**src/rtl/cpu_pkg.sv**
```systemverilog
// Shared definitions for the multicycle MIPS datapath.
// Holds the PC source select codes, the exception cause codes and the
// default reset/exception vectors.
package cpu_pkg;

  // Next-PC source select.
  localparam logic [2:0] PCSRC_ALU  = 3'b000; // PC+4 from the ALU
  localparam logic [2:0] PCSRC_C    = 3'b001; // registered branch target
  localparam logic [2:0] PCSRC_JUMP = 3'b010; // j/jal pseudo-direct target
  localparam logic [2:0] PCSRC_RS   = 3'b011; // jr
  localparam logic [2:0] PCSRC_RAS  = 3'b100; // jr $ra predicted by RAS
  localparam logic [2:0] PCSRC_EPC  = 3'b101; // eret

  // Exception cause codes.
  localparam logic [4:0] EXC_INT  = 5'd0;
  localparam logic [4:0] EXC_ADEL = 5'd4;
  localparam logic [4:0] EXC_ADES = 5'd5;
  localparam logic [4:0] EXC_SYS  = 5'd8;
  localparam logic [4:0] EXC_RI   = 5'd10;
  localparam logic [4:0] EXC_OV   = 5'd12;

  localparam logic [31:0] DEF_RESET_VEC = 32'h0000_0000;
  localparam logic [31:0] DEF_EXC_VEC   = 32'h0000_0180;

endpackage

```
**src/rtl/ras_stack.sv**
```systemverilog
// Circular return-address stack.
// Ports: push/pop strobes, din (value pushed), top (current top entry),
// count (valid entries), empty, sticky ovf (push while full) and unf
// (pop while empty). A push while full overwrites the oldest entry.
// A simultaneous push+pop on a non-empty stack replaces the top in place.
module ras_stack #(
  parameter int DEPTH = 4,
  parameter int W     = 32,
  localparam int PW   = $clog2(DEPTH)
) (
  input  logic          clk,
  input  logic          rst,
  input  logic          push,
  input  logic          pop,
  input  logic [W-1:0]  din,
  output logic [W-1:0]  top,
  output logic [PW:0]   count,
  output logic          empty,
  output logic          ovf,
  output logic          unf
);

  logic [W-1:0]  mem_q [DEPTH];
  logic [PW-1:0] wp_q, wp_d, tp;
  logic [PW:0]   cnt_q, cnt_d;
  logic          ovf_q, ovf_d, unf_q, unf_d;
  logic          full, wr_en;
  logic [PW-1:0] wr_idx;

  assign tp    = wp_q - PW'(1);
  assign empty = (cnt_q == '0);
  assign full  = (cnt_q == (PW+1)'(DEPTH));
  assign top   = mem_q[tp];
  assign count = cnt_q;
  assign ovf   = ovf_q;
  assign unf   = unf_q;

  always_comb begin
    wp_d   = wp_q;
    cnt_d  = cnt_q;
    ovf_d  = ovf_q;
    unf_d  = unf_q;
    wr_en  = push;
    wr_idx = wp_q;
    if (push && pop && !empty) begin
      // Pop consumes the old top, push lands in the same slot.
      wr_idx = tp;
    end else begin
      if (pop) begin
        if (empty) unf_d = 1'b1;
        else begin
          wp_d  = tp;
          cnt_d = cnt_q - (PW+1)'(1);
        end
      end
      if (push) begin
        wp_d = wp_q + PW'(1);
        if (full) ovf_d = 1'b1;
        else      cnt_d = cnt_q + (PW+1)'(1);
      end
    end
  end

  always_ff @(posedge clk) begin
    if (rst) begin
      wp_q  <= '0;
      cnt_q <= '0;
      ovf_q <= 1'b0;
      unf_q <= 1'b0;
    end else begin
      wp_q  <= wp_d;
      cnt_q <= cnt_d;
      ovf_q <= ovf_d;
      unf_q <= unf_d;
    end
  end

  // Entry contents need no reset; only the pointer and count do.
  always_ff @(posedge clk) begin
    if (wr_en) mem_q[wr_idx] <= din;
  end

endmodule

```
**src/rtl/pc_ctrl_unit.sv**
```systemverilog
// Program-counter unit for the multicycle MIPS datapath.
// Holds PC, EPC, cause, EXL and a return-address stack. The next PC is
// selected from pcsource and committed on a qualified write strobe
// (pc_write, or pc_write_cond with branch_taken). Misaligned or reserved
// targets and external requests vector to EXC_VEC.
// Ports: clk/rst, write strobes, branch_taken, pcsource, candidate targets
// (alu_out, c_data, ir_data, rs_data), ras_push, exc_req/exc_code;
// outputs pc, epc, cause, exl, exc_taken, ras_count, ras_ovf, ras_unf.
module pc_ctrl_unit import cpu_pkg::*; #(
  parameter int              PC_W      = 32,
  parameter logic [PC_W-1:0] RESET_VEC = PC_W'(DEF_RESET_VEC),
  parameter logic [PC_W-1:0] EXC_VEC   = PC_W'(DEF_EXC_VEC),
  parameter int              RAS_DEPTH = 4
) (
  input  logic                       clk,
  input  logic                       rst,
  input  logic                       pc_write,
  input  logic                       pc_write_cond,
  input  logic                       branch_taken,
  input  logic [2:0]                 pcsource,
  input  logic [PC_W-1:0]            alu_out,
  input  logic [PC_W-1:0]            c_data,
  input  logic [31:0]                ir_data,
  input  logic [PC_W-1:0]            rs_data,
  input  logic                       ras_push,
  input  logic                       exc_req,
  input  logic [4:0]                 exc_code,
  output logic [PC_W-1:0]            pc,
  output logic [PC_W-1:0]            epc,
  output logic [4:0]                 cause,
  output logic                       exl,
  output logic                       exc_taken,
  output logic [$clog2(RAS_DEPTH):0] ras_count,
  output logic                       ras_ovf,
  output logic                       ras_unf
);

  logic [PC_W-1:0] pc_q, pc_d, epc_q, epc_d, npc, ras_top;
  logic [4:0]      cause_q, cause_d;
  logic            exl_q, exl_d, tk_q, tk_d;
  logic            we, rsv, addr_err, exc, ras_empty, do_push, do_pop;
  logic            unused_ir;

  assign unused_ir = ^ir_data[31:26];

  ras_stack #(.DEPTH(RAS_DEPTH), .W(PC_W)) u_ras (
    .clk   (clk),
    .rst   (rst),
    .push  (do_push),
    .pop   (do_pop),
    .din   (pc_q),
    .top   (ras_top),
    .count (ras_count),
    .empty (ras_empty),
    .ovf   (ras_ovf),
    .unf   (ras_unf)
  );

  always_comb begin
    we  = pc_write | (pc_write_cond & branch_taken);
    npc = pc_q;
    rsv = 1'b0;
    case (pcsource)
      PCSRC_ALU:  npc = alu_out;
      PCSRC_C:    npc = c_data;
      PCSRC_JUMP: npc = {pc_q[PC_W-1:28], ir_data[25:0], 2'b00};
      PCSRC_RS:   npc = rs_data;
      PCSRC_RAS:  npc = ras_empty ? rs_data : ras_top; // underflow falls back to jr
      PCSRC_EPC:  npc = epc_q;
      default:    rsv = 1'b1;                         // reserved select traps
    endcase
    addr_err = we & (rsv | (npc[1:0] != 2'b00));
    exc      = exc_req | addr_err;
    do_push  = ras_push & ~exc;
    do_pop   = we & (pcsource == PCSRC_RAS) & ~exc;

    pc_d    = pc_q;
    epc_d   = epc_q;
    cause_d = cause_q;
    exl_d   = exl_q;
    tk_d    = exc;
    if (exc) begin
      pc_d    = EXC_VEC;
      cause_d = exc_req ? exc_code : EXC_ADEL;
      // Nested exceptions keep the original return address.
      if (!exl_q) begin
        epc_d = pc_q;
        exl_d = 1'b1;
      end
    end else if (we) begin
      pc_d = npc;
      if (pcsource == PCSRC_EPC) exl_d = 1'b0;
    end
  end

  always_ff @(posedge clk) begin
    if (rst) begin
      pc_q    <= RESET_VEC;
      epc_q   <= '0;
      cause_q <= '0;
      exl_q   <= 1'b0;
      tk_q    <= 1'b0;
    end else begin
      pc_q    <= pc_d;
      epc_q   <= epc_d;
      cause_q <= cause_d;
      exl_q   <= exl_d;
      tk_q    <= tk_d;
    end
  end

  assign pc        = pc_q;
  assign epc       = epc_q;
  assign cause     = cause_q;
  assign exl       = exl_q;
  assign exc_taken = tk_q;

endmodule

```
**config.mk**
```make
export PLATFORM = sky130hd
export DESIGN_NAME = pc_ctrl_unit
export DESIGN_NICKNAME = d
export VERILOG_FILES = /design/src/rtl/cpu_pkg.sv /design/src/rtl/ras_stack.sv /design/src/rtl/pc_ctrl_unit.sv
export SDC_FILE = /design/constraint.sdc
export NUM_CORES = 1
export LEC_CHECK = 0
export ABC_AREA = 0
export CAP_MARGIN = 40
export CORE_MARGIN = 2
export CORE_UTILIZATION = 30
export DETAILED_ROUTE_END_ITERATION = 16
export PLACE_DENSITY = 0.54
export SYNTH_ARGS = -nofsm -noshare
export SYNTH_HDL_FRONTEND = slang
export SYNTH_SLANG_ARGS = --single-unit
```
**constraint.sdc**
```tcl
create_clock -name clk -period 5.45 [get_ports clk]
set_input_delay 0.545 -clock clk [delete_from_list [all_inputs] [get_ports clk]]
set_output_delay 0.545 -clock clk [all_outputs]
set_load 0.005 [all_outputs]
```
==> impl.org <==
** Routing
- In this run, the number of DRC markers left after iteration 0 of detailed routing was 424.
- The final layout contains routed wiring with a total length of 30000 um.
- In the routed design, unresolved DRC markers number 0.
- Met3 WL :: 1525 um
- In the final routed layout, each cell accounts on average for 21.45 um.
- The first detailed-routing pass took 4 iterations.
- Ratio of routed vias to standard cells :: 5.108
- DR vias :: 7146
- In the detailed route, the total length drawn on met2 is 15120 um.
- Wire length on met1 :: 12850 um
- Once detail routing completed, the nets flagged for antenna violations numbered 0.
- Signal routing reaches up to met4.

** Placed design
- Worst setup slack before clock tree synthesis :: 0.8676 ns
- Weighted congestion at the end of routability-driven global placement :: 0.7781
- Once placement completed, the tool counted placed cells totaling 1353.
- The HPWL after detailed placement is 19740 um.
- Port buffer count :: 212

** Global routing
- Wire length of the first global-routing pass :: 45250 um
- After global routing the overflow that remains totals 0.
- The via count of the first global-routing pass is 7381.
- Entering global routing, the biggest net connects 50 pins.
- The initial antenna violation count came to 2.
- Across every metal layer, demand over resource in global routing totals 0.1781.

** Finish
- Layout overhead on the synthesized area :: 35.42%
- Final layout net count :: 1123
- Final cell count without fillers :: 1399
- Counting the fill cells in the layout gives 2974.
- Fraction of final layout cells with drive strength greater than 1 :: 0.1387

** Flow run
- Number of max-capacitance violations reported :: 0

** Power
- Summed over all cells, the static leakage comes to 4.339 nW.
- Max rail drop VDD :: 0.0002268 V
- Dividing total power by cell area gives a power density of 298.8 nW/um2.
- Power consumption :: 0.003855 W

** Logic synthesis
- Avg Cell Area, Syn :: 12.22 um2
- Of the post-synthesis cell area, the dominant cell type holds 0.4034.
- Library cell with the largest summed area after synthesis :: edfxtp_1
- Cell types with the largest area share after synthesis :: edfxtp_1, dfxtp_1, mux4_2, mux2i_1, nor2_1
- Net count after synthesis :: 926
- In the synthesized netlist the dominant register cell turns out to be edfxtp_1.
- Yosys warning count :: 0
- The cell count after synthesis came out at 780.
- Synthesized area :: 9528 um2
- Total of flip-flops plus latches after synthesis :: 206
- Sequential share of the synthesized area :: 0.5673
- Count of cell types in the netlist :: 56
- Number of enable-type register cells in the synthesized netlist :: 128
- For this run, asynchronously set or reset flops after synthesis account for 0.

** Worst setup path
- Cell count of the worst reg-to-reg path :: 9
- Kind of critical path :: flip-flop to flip-flop
- Worst-case register-to-register setup slack :: 1.01 ns
- Among cell families on the critical path, the largest total delay comes from simple AND/OR/NAND/NOR gates.
- Instance count on the critical path :: 9
- In this run the critical register-to-register path is launched from u_ras.count[1].
- Reg-to-reg critical path endpoint :: u_ras.mem_q[0][19]
- Delay of the slowest cell on the worst path :: 0.72 ns
- Count of buffering cells on the critical path with inverters included :: 2
- Traced cell by cell, the critical path runs through inv_1, ha_1, nor2b_4, a2111oi_0, o32a_1, and2_0, nand2_1, o22ai_4, buf_4.
- Nature of the critical path endpoint :: flip-flop
- In this run the worst path has a maximum fanout of 32.
- STA puts the critical path data required time at 5.59 ns.
- The worst setup path is launched from a flip-flop.
- CP Data Arrival Time :: 4.58 ns
- Slowest-stage cell, CP :: and2_0

** STA
- Setup violations remaining at the end of the flow were counted as 0.
- Tightest Pin Transition :: 0.8783 ns
- Worst-case headroom to the max-slew limit :: 0.4123
- Share of the cycle needed by the critical path after routing :: 0.8147
- Least setup slack across all paths after layout :: 1.010 ns
- The number of pins with negative max-slew slack in the final report is 0.
- Static timing analysis puts the maximum clock frequency at 225.2 MHz.
- Min Clock Period, post-route :: 4.440 ns
- RSZ-0062 raised after global routing :: false
- Setup clock skew after layout :: 0.01733 ns
- Adding up every negative setup slack in the final design gives 0 ns.
- Worst-case hold slack :: 0.4534 ns
- The number of hold-slack violations in the final timing report came to 0.

** CTS
- Clock tree synthesis inserted a total of 24 buffers.
- Skew-Pair Late Insertion Delay :: 0.52 ns
- Sinks on Clock Net :: 206
- CTS clk-pin slew, worst paths :: 0.06 ns
- Resize count post-CTS :: 0
- In this run the number of H-tree levels came out at 1.
- Number of setup buffers added after CTS :: 0
- The number of hold buffers added after CTS was 0.
- Counting along the longest clock path gives a buffer depth of 3.
- Clock tree root driver cell :: clkbuf_16
- TritonCTS built the clock tree.

** Worst hold path
- Worst hold-check path type :: flip-flop to flip-flop
- Worst Hold Launch :: u_ras.ovf
- Hold Path Depth :: 2
- Hold path endpoint :: u_ras.ovf

** Floorplanning
- Die boundary height :: 182.2 um
- The floorplan has 65 rows.
- The floorplan step defined a die boundary enclosing 33200 um2.
- The initial utilization of the core area, before any placement, comes to 0.3035.
- 219 I/O pins were placed.
- Chip Width :: 182.2 um
- Core box area :: 31390 um2

** Status
- The flow ran to the end, and the final reports show no timing, DRC or antenna violations.
## cell usage in the layout (no fill, tap or decap), types with 3 or more instances in the layout
| cell | count |
|---|---|
| a21oi_1 | 39 |
| a21o_1 | 4 |
| clkinv_2 | 4 |
| nand2b_1 | 4 |
| a311oi_1 | 3 |
| buf_12 | 3 |
| a221oi_1 | 20 |
| mux4_2 | 37 |
| inv_1 | 7 |
| clkbuf_1 | 5 |
| o21ai_0 | 20 |
| nor2_1 | 89 |
| o22ai_1 | 10 |
| or3_1 | 3 |
| mux2i_1 | 54 |
| clkdlybuf4s50_1 | 208 |
| o22ai_4 | 4 |
| ha_1 | 3 |
| edfxtp_1 | 128 |
| and2_1 | 3 |
| nand2_1 | 77 |
| buf_4 | 18 |
| buf_2 | 4 |
| nor2b_1 | 9 |
| nand3_1 | 12 |
| clkbuf_16 | 24 |
| a22o_1 | 4 |
| a22oi_1 | 14 |
| mux2_2 | 22 |
| a31oi_1 | 3 |
| a211o_1 | 3 |
| clkinv_1 | 6 |
| a211oi_1 | 27 |
| dfxtp_1 | 76 |
## layer usage
layer | vias to the layer above | GRT usage
li1 | 3372 | -
met1 | 3530 | 0.2270
met2 | 211 | 0.3194
met3 | 33 | 0.02475
met4 | 0 | 0.04323
met5 | - | 0
## logic make-up (layout without fill, tap and decap cells)
family	after synthesis	count (layout)	share of synthesized area
other cells	0	2	0
mux	114	114	0.1714
buf+inv	70	285	0.03309
fa+ha+maj	4	4	0.004991
simple gates	216	216	0.09836
flops	206	206	0.5673
compound gates	170	170	0.1249
## through the flow
stage | area [um2] | utilization
after global routing | 12900 | 0.4110
after floorplan | 9528 | -
after detailed placement | 12140 | 0.3868
final | 12900 | 0.4110
after CTS | 12900 | 0.4108
after global placement | 12110 | 0.3856
## sequential cells by signal (all words and copies together) (netlist names)
signal and count:
u_ras.ovf 1, exl 1, epc 32, pc 32, u_ras.mem_q 128, exc_taken 1, cause 5, u_ras.unf 1
u_ras.wp_q 2, u_ras.count 3
## worst max-delay path by stage
stage                   startpoint            endpoint  slack, ns
global route        u_ras.count[1]  u_ras.mem_q[0][29]       0.61
CTS                 u_ras.count[1]  u_ras.mem_q[0][29]       0.96
floorplan           u_ras.count[1]   u_ras.mem_q[3][0]       1.09
finish              u_ras.count[1]  u_ras.mem_q[0][19]       1.01
detailed placement     pcsource[2]  u_ras.mem_q[0][18]       0.87
global placement       pcsource[2]  u_ras.mem_q[0][18]       0.88
## synthesized netlist by cell type, drive strengths merged, types with 2 or more instances
library cell / instances
and2: 4
nand2b: 5
a221oi: 20
a211oi: 30
mux4: 37
or2: 2
nor3: 3
a22o: 4
a211o: 3
dfxtp: 78
and4b: 2
a21o: 4
nand3b: 2
nand2: 77
nand4: 2
a2111oi: 2
nand3: 12
o21a: 2
a21oi: 41
o22ai: 14
nor2b: 10
a22oi: 14
clkbuf: 32
buf: 31
inv: 7
o221ai: 2
mux2i: 54
a31oi: 3
edfxtp: 128
mux2: 23
nor2: 90
nor3b: 2
ha: 3
or3: 3
a311oi: 4
o21ai: 20
## report_power, final
part / internal [W] / switching, W / leakage, nW / total, W
clock: 0.000905 / 0.000643 / 0.362 / 0.00155
combinational: 0.000274 / 0.000297 / 2.21 / 0.000571
sequential: 0.00170 / 0.0000391 / 1.77 / 0.00174
## worst register-to-register path, delay by kind of cell (launching register included)
family,cells,cell delay (ns)
buf+inv,2,0.56
simple gates,3,1.41
fa+ha+maj,1,0.32
flops,1,0.47
compound gates,3,1.29
## area by class of cell
type,count,area (um2),area share
inverters,7,26.28,0.002036
clock inverters,15,133.9,0.01038
clock buffers,29,619.3,0.04800
well taps,402,503.0,0.03898
repair buffers,234,2308,0.1789
multi-input cells,504,3899,0.3022
flip-flops and latches,206,5408,0.4191
diodes,2,5.005,0.0003879
No activity file was read; power rests on OpenSTA's default activity.
